--- config.mk ---
export PLATFORM = sky130hd
export DESIGN_NAME = regfile_wb_arbiter
export DESIGN_NICKNAME = d
export VERILOG_FILES = /design/src/rtl/regfile_wb_arbiter.sv
export SDC_FILE = /design/constraint.sdc
export NUM_CORES = 1
export LEC_CHECK = 0
export CAP_MARGIN = 20
export CORE_ASPECT_RATIO = 2
export CORE_MARGIN = 10
export CORE_UTILIZATION = 36
export CTS_CLUSTER_DIAMETER = 50
export CTS_CLUSTER_SIZE = 28
export DETAILED_ROUTE_END_ITERATION = 7
export GPL_ROUTABILITY_DRIVEN = 1
export GPL_TIMING_DRIVEN = 0
export PLACE_DENSITY = 0.65
export SLEW_MARGIN = 0
export SYNTH_ARGS = -nofsm -noshare
export SYNTH_HDL_FRONTEND = slang
export SYNTH_SLANG_ARGS = --single-unit
--- constraint.sdc ---
create_clock -name clk -period 3.5 [get_ports clk]
set_input_delay 1.05 -clock clk [delete_from_list [all_inputs] [get_ports clk]]
set_output_delay 1.05 -clock clk [all_outputs]
set_load 0.05 [all_outputs]
--- src/rtl/regfile_wb_arbiter.sv ---
// regfile_wb_arbiter
//   Shares the register file write port between the pipeline writeback
//   stage (A, priority, no backpressure) and a long-latency unit (B,
//   valid/ready, results buffered in a small FIFO). Reports per-source
//   "pending write" status for issue stalls and forces a writeback bubble
//   (stall_a) when the FIFO head has been blocked for MAX_WAIT cycles.
//
// Ports
//   clk, rst_n                     clock, async active-low reset
//   a_valid, a_addr, a_data        pipeline writeback request
//   b_valid, b_ready, b_addr, b_data  long-latency result handshake
//   rf_write, rf_addr, rf_data     register file write port
//   stall_a                        pipeline must not write back this cycle
//   rs1_addr/rs2_addr -> rs1_busy/rs2_busy  pending-write query
module regfile_wb_arbiter #(
  parameter int DEPTH    = 4,
  parameter int MAX_WAIT = 8
) (
  input  logic        clk,
  input  logic        rst_n,
  input  logic        a_valid,
  input  logic [4:0]  a_addr,
  input  logic [31:0] a_data,
  input  logic        b_valid,
  output logic        b_ready,
  input  logic [4:0]  b_addr,
  input  logic [31:0] b_data,
  output logic        rf_write,
  output logic [4:0]  rf_addr,
  output logic [31:0] rf_data,
  output logic        stall_a,
  input  logic [4:0]  rs1_addr,
  input  logic [4:0]  rs2_addr,
  output logic        rs1_busy,
  output logic        rs2_busy
);

  localparam int PTR_W  = $clog2(DEPTH);
  localparam int CNT_W  = PTR_W + 1;
  localparam int WAIT_W = $clog2(MAX_WAIT + 1);
  localparam logic [CNT_W-1:0]  FULL_CNT = CNT_W'(DEPTH);
  localparam logic [WAIT_W-1:0] WAIT_MAX = WAIT_W'(MAX_WAIT);

  logic [4:0]        mem_addr [DEPTH];
  logic [31:0]       mem_data [DEPTH];
  logic [DEPTH-1:0]  entry_vld;
  logic [PTR_W-1:0]  rd_ptr;
  logic [PTR_W-1:0]  wr_ptr;
  logic [CNT_W-1:0]  count;
  logic [WAIT_W-1:0] wait_cnt;

  logic fifo_empty;
  logic a_win;
  logic pop;
  logic push;

  assign fifo_empty = (count == '0);
  assign stall_a    = (wait_cnt == WAIT_MAX);
  // Registered count only, so B never sees a path from the grant logic.
  assign b_ready    = (count != FULL_CNT);
  assign a_win      = !stall_a && a_valid && (a_addr != 5'd0);
  assign pop        = !a_win && !fifo_empty;
  // Writes to x0 complete the handshake but are dropped.
  assign push       = b_valid && b_ready && (b_addr != 5'd0);

  always_comb begin
    rf_write = 1'b0;
    rf_addr  = 5'd0;
    rf_data  = 32'd0;
    if (a_win) begin
      rf_write = 1'b1;
      rf_addr  = a_addr;
      rf_data  = a_data;
    end else if (pop) begin
      rf_write = 1'b1;
      rf_addr  = mem_addr[rd_ptr];
      rf_data  = mem_data[rd_ptr];
    end
  end

  // Busy covers every stored entry, including the one popping this cycle.
  always_comb begin
    rs1_busy = 1'b0;
    rs2_busy = 1'b0;
    for (int i = 0; i < DEPTH; i++) begin
      if (entry_vld[i] && (mem_addr[i] == rs1_addr)) rs1_busy = 1'b1;
      if (entry_vld[i] && (mem_addr[i] == rs2_addr)) rs2_busy = 1'b1;
    end
    if (rs1_addr == 5'd0) rs1_busy = 1'b0;
    if (rs2_addr == 5'd0) rs2_busy = 1'b0;
  end

  always_ff @(posedge clk or negedge rst_n) begin
    if (!rst_n) begin
      rd_ptr    <= '0;
      wr_ptr    <= '0;
      count     <= '0;
      wait_cnt  <= '0;
      entry_vld <= '0;
    end else begin
      if (push) wr_ptr <= wr_ptr + PTR_W'(1);
      if (pop)  rd_ptr <= rd_ptr + PTR_W'(1);

      // Push and pop never target the same slot: pop needs count>0 and
      // push needs count<DEPTH, so equal pointers imply only one of them.
      if (pop)  entry_vld[rd_ptr] <= 1'b0;
      if (push) entry_vld[wr_ptr] <= 1'b1;

      if (push && !pop)      count <= count + CNT_W'(1);
      else if (pop && !push) count <= count - CNT_W'(1);

      if (fifo_empty || pop) wait_cnt <= '0;
      else if (!stall_a)     wait_cnt <= wait_cnt + WAIT_W'(1);
    end
  end

  // Payload storage needs no reset; entry_vld qualifies it.
  always_ff @(posedge clk) begin
    if (push) begin
      mem_addr[wr_ptr] <= b_addr;
      mem_data[wr_ptr] <= b_data;
    end
  end

endmodule

== Word level (Yosys, flattened, before mapping) ==
Memory sizes are Yosys's and may differ from the RTL's.
Index checks and enable logic that the tools add are counted.

* Bits in writable memories: 148
* Word-level logic and storage cells: 87
* Memories: 2
* Output and inout bits: 42
* Register bits: 15

{| class="wikitable"
|+ Memory list
! name !! words !! bits a word !! rd ports !! clocked after Yosys merged registers in !! wr ports !! RTL line !! text
|-
| mem_data || 4 || 32 || 1 || 0 || 1 || 45 || <nowiki>logic [31:0] mem_data [DEPTH];</nowiki>
|-
| mem_addr || 4 || 5 || 5 || 0 || 1 || 44 || <nowiki>logic [4:0] mem_addr [DEPTH];</nowiki>
|}

* Equality and inequality tests: 11
* Order comparisons: 4
* Add/subtract/negate cells: 5
* Mux-type cells: 28
* Reduce and logical (&&, ||, !) cells: 29
* Bitwise logic cells: 3

{| class="wikitable"
|+ Operators with widths
! cell !! number
|-
| two-way mux 32 bit || 2
|-
| == test 5 bit || 8
|-
| logical AND 1 bit || 17
|-
| two-way mux 1 bit || 16
|-
| two-way mux 4 bit || 4
|-
| zero test 5 bit || 2
|-
| two-way mux 5 bit || 2
|-
| nonzero test 5 bit || 2
|-
| less-than comparator 2 x 3 -> 1 bit (second input constant) || 2
|-
| two-way mux 3 bit || 2
|-
| zero test 1 bit || 5
|-
| adder 2 x 1 -> 2 bit (second input constant) || 2
|-
| adder 4 x 1 -> 4 bit (second input constant) || 1
|-
| bitwise AND 4 bit || 1
|-
| demux 1 bit (select 2 bit) || 2
|-
| == test 4 bit (second input constant) || 1
|-
| greater-or-equal comparator 2 x 1 -> 1 bit (second input constant) || 2
|-
| NOT 4 bit || 1
|-
| bitwise OR 4 bit || 1
|-
| adder 3 x 1 -> 3 bit (second input constant) || 1
|-
| zero test 3 bit || 1
|-
| != test 3 bit (second input constant) || 1
|-
| subtractor 3 x 1 -> 3 bit (second input constant) || 1
|-
| != test 2 x 1 -> 1 bit (second input constant) || 1
|-
| 2 further kinds || 2
|}

== Depth between registers and ports, before layout ==
Gate-level depths: netlist of the first run.

* Depth after elaboration: 9
* Mapped depth: 14

== Worst setup path after synthesis of the first run ==
Ideal clock, no wire load.

* Kind: input to output
* From: input a_addr[1]
* To: output rf_data[25]
* Path buffers: 2
* Stages on the path: 6
* Path slack: -0.111 ns
* Arrival time: 2.561 ns
* Cells stage by stage: or4_4 > o211ai_2 > and2_1 > buf_6 > buf_6 > a22o_1

* Longest elaborated chain between the ends: 6

{| class="wikitable"
|+ Ends and longest elaborated chain
! item !! RTL line !! text
|-
| from (decl) || 22 || <nowiki>input logic [4:0] a_addr,</nowiki>
|-
| nonzero test 5 bit * || 61 || <nowiki>assign a_win = !stall_a && a_valid && (a_addr != 5'd0);</nowiki>
|-
| logical AND 1 bit * || 61 ||
|-
| zero test 1 bit || 62 || <nowiki>assign pop = !a_win && !fifo_empty;</nowiki>
|-
| logical AND 1 bit || 62 ||
|-
| two-way mux 32 bit || 74 || <nowiki>end else if (pop) begin</nowiki>
|-
| two-way mux 32 bit * || 70 || <nowiki>if (a_win) begin</nowiki>
|-
| to (decl) || 30 || <nowiki>output logic [31:0] rf_data,</nowiki>
|}

Mark *: on every way between the ends. The rest lies on a longest branch, timed or not.

== Worst setup path after layout of the first run ==
* From: input a_addr[1]
* To: output rf_data[8]

The elaborated chain is that of the path after synthesis.

==> results of run 1 <==
-- logic make-up (layout without fill, tap and decap cells) --
group / Yosys count / in the layout / share of synthesized area
compound gates: 48 / 48 / 0.0576
xor+xnor: 47 / 47 / 0.0579
fa+ha+maj: 12 / 12 / 0.0222
buf+inv: 37 / 202 / 0.0294
flops: 163 / 163 / 0.678
mux: 38 / 38 / 0.119
other cells: 0 / 1 / 0
simple gates: 46 / 46 / 0.0357
-- sequential cells by signal (all words and copies together), names as in the netlist --
signal / count
wait_cnt: 4
mem_data: 128
wr_ptr: 2
rd_ptr: 2
mem_addr: 20
entry_vld: 4
count: 3
-- power breakdown --
part | switching, mW | internal, mW
clock network | 0.747 | 0.954
registers | 0.173 | 2.57
logic | 1.80 | 1.58
-- timing repair --
item / CTS / global route
pin swaps: 3 / 8
gates resized for setup: 385 / 19
gates cloned: 3 / 0
setup buffers: 13 / 0
endpoints found under the hold margin: 0 / 0
endpoints found under the setup margin: 40 / 40
-- per-stage QoR --
step / cells / cell area (µm²)
after floorplan: 391 / 7150
after global placement: 769 / 8670
after detailed placement: 773 / 8750
after CTS: 820 / 10000
after global routing: 816 / 9960
final: 816 / 9960
-- worst max-delay path by stage --
| stage | startpoint | to | slack [ps] | cells past startpoint |
|---|---|---|---|---|
| 6_report | a_addr[1] | rf_data[8] | -220 | 8 |
| 5_1_grt | a_addr[1] | rf_data[8] | -270 | 8 |
| 4_1_cts | a_addr[1] | rf_data[8] | -290 | 10 |
| 3_5_place_dp | a_addr[1] | rf_data[8] | -1280 | 8 |
| 3_3_place_gp | a_addr[1] | rf_data[8] | -1250 | 8 |
| 2_1_floorplan | a_addr[1] | rf_addr[4] | 20 | 5 |
-- metal layers --
| layer | routed length (µm) | global-route usage | up-vias |
|---|---|---|---|
| li1 | - | - | 1861 |
| met1 | 5830 | 0.129 | 2088 |
| met2 | 11100 | 0.283 | 107 |
| met3 | 780 | 0.0341 | 37 |
| met4 | 625 | 0.0768 | 0 |
| met5 | 0 | 0 | - |
-- cells in the final DEF (no fill, tap or decap), types with 2 or more instances in the layout --
cell type          n
or4_1              3
a22o_4            36
nor4_2             2
clkbuf_8           2
buf_6              7
clkbuf_2           9
clkinv_4           3
ha_1              11
inv_1              8
nand4_1            2
nand2_1            8
nor2_1             5
nand3_1            9
a21o_1             4
buf_4              6
buf_2              6
and2_2             5
xnor2_1           12
buf_12            12
clkdlybuf4s50_1   74
clkbuf_1           5
edfxtp_1         148
o21a_1             3
clkinv_2           3
mux4_2            37
dfrtp_1           15
inv_6              4
buf_8             38
inv_4              3
clkbuf_16         17
nor4_1             6
xor2_1            35
-- final cells by class --
class / instances / area share
Sequential cell: 163 / 0.484
Multi-Input combinational cell: 191 / 0.242
Timing Repair Buffer: 137 / 0.165
Clock buffer: 19 / 0.0455
Tap cell: 259 / 0.0325
Buffer: 24 / 0.0178
Clock inverter: 13 / 0.00955
Inverter: 9 / 0.00339
Antenna cell: 1 / 0.000251
==> results.md, run 1 <==
- Detailed-route wire length per cell: 22.5 µm
- Max Root-Sink Buffers: 2
- Hold Path End: wait_cnt[0]
- Violated checks: setup timing
- Largest net degree at the start of global routing: 28
- Register area share after synthesis: 0.678
- Setup violators final: 37
- Most frequently used cell type in the post-synthesis netlist: edfxtp_1
- Gate Count Post-Synth: 391
- Worst R2R End: count[2]
- Layout cell share with drive strength beyond 1: 0.354
- Initial antenna violation count: 1
- Register-to-register setup slack: 720 ps
- Area of the multi-input gates: 0.00241 mm²
- Top_reg_cell synth: edfxtp_1
- Final period util: 1.06
- Clock Sinks: 163
- Total power: 7.82 mW
- Initial Utilization: 0.367
- Final WL: 18400 µm
- Die Span X: 119 µm
- Vias in the first global route: 4775
- Die area: 0.0261 mm²
- Synth area leader: edfxtp_1
- Mapped Area: 0.00711 mm²
- Post-detail-place hpwl: 13100 µm
- Syn Nets: 491
- CP Max Fanout: 5
- CP startpoint kind: input pin
- Worst-path cell chain: buf_6, or4_4, o211ai_2, and2_4, buf_12, buf_12, a22o_4, buf_8
- Beginning of the worst register-to-register path: wait_cnt[0]
- Asr flop ratio synth: 0.0920
- Row Count: 72
- Cell repeated most along the worst path: buf_12
- Dpl ws: -1280 ps
- H-tree Lvls: 4
- Final Hold Viols: 0
- Grt total ovfl: 0
- Filler cells: 1646
- Post-DRT Antenna Nets: 0
- Commonest cells post-synth: edfxtp_1, a22o_1, mux4_2
- CP Class: in -> out
- Buffers on Ports: 119
- RSZ-0062 raised after global routing: yes
- Fin. max-slew vios: 0
- GRT Overall Usage: 0.144
- Starting DRT DRC Count: 241
- Worst-Skew Late Latency: 420 ps
- DRC errors left: 0
- Syn avg cell area: 18.2 µm²
- CTS tree: done
- Crit path largest cell delay: 550 ps
- Worst setup EP type: output pin
- Vias per cell: 5.02
- Status: finished with violations
- Worst path buffer plus inverter count: 4
- Worst reg2reg path depth: 15
- Crit path time final: 3720 ps
- Final TNS setup: -6840 ps
- Hold_sp: wait_cnt[0]
- Post-synth EDFFs: 148
- Synth area leaders: edfxtp_1, mux4_2, dfrtp_1
- Max Cap Viol: 0
- Post-CTS Hold Buffers: 0
- Area share of the leading cell type in the synthesized netlist: 0.625
- Inserted Clock Buffers: 17
- Clock Skews: 11.6 ps
- Worst EP arrival: 2670 ps
- GP Congestion: 0.930
- Hold Crit Depth: 1
- Slew @ Worst Pin: 721 ps
- Nets: 643
- First-pass GRT wire length: 28100 µm
- Core Area: 0.0194 mm²
- Area Growth Syn to Fin: 40.1%
- Reg area: 0.00482 mm²
- Synth Register Bits: 163
- I/O pin cnt: 130
- Achievable Freq: 0.269 GHz
- Peak supply drop: 0.477 mV
- WHS: 495 ps
- Top delay family on crit path: simple AND/OR/NAND/NOR gates
- Post-synth cell types: 34
- Fin worst setup slack: -219 ps
- Slew headroom: 0.518
- Synth warn: 0
- Final Util: 0.514
- CTS clk-pin slew, worst paths: 70 ps
- Via count: 4093
- CTS Root Cell: clkbuf_16
- Die Y: 219 µm
- Power Density: 786 mW/mm²
- Hold Crit Class: reg -> reg
- Worst path required time: 2450 ps
- Slowest-stage cell, CP: or4_4
- Leakage Power: 3.61 nW
- Pre-Repair DR Iteration Count: 4
Note: power is estimated with default switching activity, not from simulation.
==> inputs of run 2 (changes only) <==
CAP_MARGIN = 10   (was 20)
==> run 2 against run 1 <==
The flow still finishes with violations (setup timing). Hold slack improved by 5.6 ps. Final area increased by 1.1%. Clock power increased by 3%. Utilization increased by 0.59 points. Die area unchanged. Combinational power about the same. Non-clock buffer count increased by 5. Wire length increased by 2.1%. Register-to-register slack got worse by 100 ps. Global-route usage decreased by 0.15 points. Critical endpoint is now rf_data[21].
==> results.md, run 2 (synthesis gave the netlist of run 1 again) <==
- Status: finished with violations
- Violated checks: setup timing
- Crit path time final: 3700 ps
- Layout cell share with drive strength beyond 1: 0.364
- Worst path buffer plus inverter count: 4
- Top Registers: mem_data x128, mem_addr x20
- Worst setup EP type: output pin
- CTS Root Cell: clkbuf_16
- Worst setup endpoint: rf_data[21]
- CP Max Fanout: 6
- Top delay family on crit path: buffers and inverters
- Dpl cells: 773
- Buffers on Ports: 119
- Commonest cells after routing, fill and taps aside: edfxtp_1, clkdlybuf4s50_1, buf_8
- Area Growth Syn to Fin: 41.8%
- Psw: 2.73 mW
- Via count: 4124
- Sequential share of power: 0.348
- Critical path depth: 7
- Achievable Freq: 0.270 GHz
- GP Congestion: 0.930
- Slew headroom: 0.523
- Worst EP arrival: 2650 ps
- H-tree Lvls: 4
- Final period util: 1.06
- Final WL: 18800 µm
- Slew @ Worst Pin: 714 ps
- Worst R2R End: count[2]
- Die Span X: 119 µm
- Clock Skews: 7.56 ps
- Peak supply drop: 0.467 mV
- DRC errors left: 0
- Detailed-route wire length per cell: 22.9 µm
- Dpl ws: -1280 ps
- Largest register FFs: 128
- Layout Cells excl Fill: 821
- Inserted Clock Buffers: 17
- Fin worst setup slack: -199 ps
- Vias in the first global route: 4748
- Largest net degree at the start of global routing: 28
- Beginning of the worst register-to-register path: wait_cnt[0]
- Die area: 0.0261 mm²
- CTS clk-pin slew, worst paths: 70 ps
- Post-DRT Antenna Nets: 0
- Post-CTS Hold Buffers: 0
- Worst path required time: 2450 ps
- Starting DRT DRC Count: 194
- Max Cap Viol: 0
- Crit path launch: a_addr[2]
- Register-to-register setup slack: 620 ps
- Slowest-stage cell, CP: or4_4
- Hold Crit Class: reg -> reg
- GRT Overall Usage: 0.142
- CP Class: in -> out
- Vias per cell: 5.02
- CP startpoint kind: input pin
- Die Y: 219 µm
- Internal power: 5.15 mW
- RSZ-0062 raised after global routing: yes
- Filler cells: 1607
- Post-detail-place hpwl: 13100 µm
- CTS tree: done
- Power Density: 783 mW/mm²
- Worst-Skew Late Latency: 420 ps
- Worst reg2reg path depth: 16
- Fin. max-slew vios: 0
- Clock power share: 0.222
- Pre-Repair DR Iteration Count: 5
- Setup violators final: 37
- Biggest register: mem_data
- Crit path largest cell delay: 540 ps
- Final TNS setup: -6460 ps
- Leakage Power: 3.67 nW
- Net Sw Frac: 0.346
- Initial antenna violation count: 1
- I/O pin cnt: 130
- Max Root-Sink Buffers: 2
- Grt total ovfl: 0
- Final Hold Viols: 0
- Initial Utilization: 0.367
- Worst-path cell chain: buf_6, or4_4, o21a_1, buf_12, clkbuf_16, a22o_4, buf_8
- Most common cell after layout, fill and taps aside: edfxtp_1
- Logic gate share of total power: 0.430
- Total power: 7.89 mW
- Core Area: 0.0194 mm²
- Nets: 648
- First-pass GRT wire length: 27800 µm
- Row Count: 72
- Clock Sinks: 163
[run 2: cell count changes in the layout (fill, tap and decap cells not counted), sizes merged]
cell           before  now
clkinv              6    5
clkbuf             34   36
buf                71   75
clkdlybuf4s50      74   75
dlygate4sd2         1    0
[run 2: worst min path at each step]
stage,cells after the start,from,end,slack [ps]
2_1_floorplan,1,wait_cnt[0],wait_cnt[0],450
3_3_place_gp,1,wait_cnt[0],wait_cnt[0],460
5_1_grt,1,wait_cnt[0],wait_cnt[0],530
4_1_cts,1,wait_cnt[0],wait_cnt[0],500
6_report,1,wait_cnt[0],wait_cnt[0],500
3_5_place_dp,1,wait_cnt[0],wait_cnt[0],490
[run 2: cell type report]
type | count | area (µm²) | area share
diodes | 1 | 2.50 | 0.000248
repair buffers | 140 | 1670 | 0.166
well taps | 259 | 324 | 0.0322
clock inverters | 12 | 90.1 | 0.00894
plain buffers | 26 | 238 | 0.0236
multi-input cells | 191 | 2410 | 0.240
clock buffers | 20 | 478 | 0.0475
inverters | 9 | 33.8 | 0.00335
flip-flops and latches | 163 | 4820 | 0.479
[run 2: stage by stage]
step	hold slack (ps)	utilization	instance area (µm²)
2_1_floorplan	451	-	7150
3_3_place_gp	464	0.447	8670
3_5_place_dp	489	0.452	8750
4_1_cts	499	0.509	9850
5_1_grt	533	0.520	10100
6_report	501	0.520	10100
[run 2: routing by layer]
metal / track usage / up-vias / routed length, µm
li1: - / 1877 / -
met1: 0.130 / 2130 / 6130
met2: 0.283 / 91 / 11500
met3: 0.0333 / 26 / 665
met4: 0.0635 / 0 / 460
met5: 0 / - / 0
[run 2: repair_timing]
action | 4_1_cts | 5_1_grt
gates cloned | 2 | 3
resized for setup | 362 | 45
buffers inserted | 12 | 1
setup endpoints to repair | 40 | 40
pin swaps | 5 | 11
[run 2: power by group through the flow]
| stage | combinational [mW] | clock, mW | sequential, mW |
|---|---|---|---|
| detailed placement | 2.88 | 0 | 2.79 |
| floorplan | 1.95 | 0 | 2.73 |
| global placement | 2.78 | 0 | 2.78 |
| finish | 3.39 | 1.75 | 2.74 |
| global route | 3.59 | 1.87 | 2.78 |
| CTS | 3.33 | 1.79 | 2.75 |
==> inputs of run 3 (changes only) <==
CORE_MARGIN = unset   (was 10)
==> run 3 against run 2 <==
The flow still finishes with violations (setup timing). Total power is 0.18% higher. Non-clock buffer count is 8 lower. Die area is 22% lower. Critical path depth is 1 higher. Final cell count is 1.1% lower. First-iteration DRC count is 28% lower.
==> results.md, run 3 (synthesis gave the netlist of run 1 again) <==
- Fin. max-slew vios: 0
- Beginning of the worst register-to-register path: wait_cnt[0]
- Core Area: 0.0194 mm²
- Vias in the first global route: 4610
- Pre-Repair DR Iteration Count: 4
- Worst-Skew Late Latency: 420 ps
- Power Density: 790 mW/mm²
- Worst path buffer plus inverter count: 4
- Die area: 0.0203 mm²
- Top delay family on crit path: simple AND/OR/NAND/NOR gates
- Crit path time final: 3680 ps
- Initial antenna violation count: 0
- Inserted Clock Buffers: 17
- Grt total ovfl: 0
- Starting DRT DRC Count: 140
- Dpl ws: -1220 ps
- Slowest-stage cell, CP: or4_4
- GRT Overall Usage: 0.183
- Slew @ Worst Pin: 713 ps
- Post-DRT Antenna Nets: 0
- Setup violators final: 38
- I/O pin cnt: 130
- Top Registers: mem_data x128, mem_addr x20
- Post-detail-place hpwl: 11900 µm
- First-pass GRT wire length: 26300 µm
- DRC errors left: 0
- RSZ-0062 raised after global routing: yes
- Largest net degree at the start of global routing: 23
- Layout cell share with drive strength beyond 1: 0.358
- Detailed-route wire length per cell: 21.4 µm
- Reg area: 0.00482 mm²
- CP Max Fanout: 5
- Most common cell after layout, fill and taps aside: edfxtp_1
- Biggest register: mem_data
- CP Class: in -> out
- Worst path required time: 2450 ps
- Commonest cells after routing, fill and taps aside: edfxtp_1, clkdlybuf4s50_1, buf_8, mux4_2, a22o_4
- Area Growth Syn to Fin: 40.7%
- Area of the multi-input gates: 0.00243 mm²
- Nets: 640
- Worst EP arrival: 2630 ps
- CP startpoint kind: input pin
- Max Cap Viol: 0
- Achievable Freq: 0.271 GHz
- Crit path launch: a_addr[2]
- Worst setup EP type: output pin
- Vias per cell: 5.13
- Violated checks: setup timing
- Total power: 7.90 mW
- Row Count: 72
- Hold Crit Class: reg -> reg
- GP Congestion: 0.808
- CTS clk-pin slew, worst paths: 70 ps
- Worst-path cell chain: buf_6, or4_4, o211ai_2, and2_4, buf_12, clkbuf_16, a22o_4, buf_8
- Initial Utilization: 0.367
- Dpl cells: 773
- Filler cells: 1582
- Clock Sinks: 163
- CTS Root Cell: clkbuf_16
- Fin worst setup slack: -184 ps
- Largest register FFs: 128
- Die Y: 201 µm
- Die Span X: 101 µm
- Final Hold Viols: 0
- Max Root-Sink Buffers: 2
- H-tree Lvls: 4
- Crit path largest cell delay: 540 ps
- Clock Skews: 10.4 ps
- CTS tree: done
- Status: finished with violations
- Antenna diode count: 0
- Final period util: 1.05
- Peak supply drop: 0.381 mV
- Final WL: 17300 µm
- Via count: 4162
- Slew headroom: 0.523
- Layout Cells excl Fill: 812
- Leakage Power: 3.62 nW
- Hold_sp: wait_cnt[0]
- Buffers on Ports: 119
-- run 3: path summary, 6_finish.rpt --
path	to	slack [ps]	depth (start not counted)
worst max-delay path	rf_data[20]	-180	8
worst min-delay path	wait_cnt[0]	490	1
worst max register to register	count[2]	730	15
worst min register to register	wait_cnt[0]	490	1
max in group asynchronous	entry_vld[3]	1990	1
min in group asynchronous	count[0]	1050	1
-- run 3: where the power goes --
part / leakage, nW / switching [mW] / total [mW] / internal [mW]
sequential: 1.54 / 0.172 / 2.74 / 2.57
combinational: 1.79 / 1.80 / 3.37 / 1.57
clock: 0.291 / 0.734 / 1.79 / 1.05
-- run 3: cell type report --
type / instances / area share
Inverter: 9 / 0.00338
Sequential cell: 163 / 0.482
Clock inverter: 9 / 0.00626
Buffer: 24 / 0.0190
Multi-Input combinational cell: 191 / 0.243
Tap cell: 259 / 0.0324
Timing Repair Buffer: 134 / 0.162
Clock buffer: 23 / 0.0521
-- run 3: layer usage --
layer | GRT usage | up-vias | part of all wire
li1 | - | 1851 | -
met1 | 0.171 | 2152 | 0.32
met2 | 0.349 | 117 | 0.60
met3 | 0.0373 | 42 | 0.036
met4 | 0.105 | 0 | 0.043
met5 | 0 | - | 0
-- run 3: what timing repair did --
action	in CTS	in global routing
gates cloned	2	1
setup endpoints to repair	40	39
pin swaps	6	9
hold buffers	0	0
resized for setup	374	32
setup buffers	9	1
-- run 3: stage by stage --
stage	setup TNS (ps)	hold slack, ps	instance area [µm²]	utilization
after floorplan	0	451	7150	-
after global placement	-152700	463	8670	0.447
after detailed placement	-48490	476	8750	0.452
after CTS	-9080	485	9950	0.514
after global routing	-8000	515	10000	0.516
final	-5780	489	10000	0.516
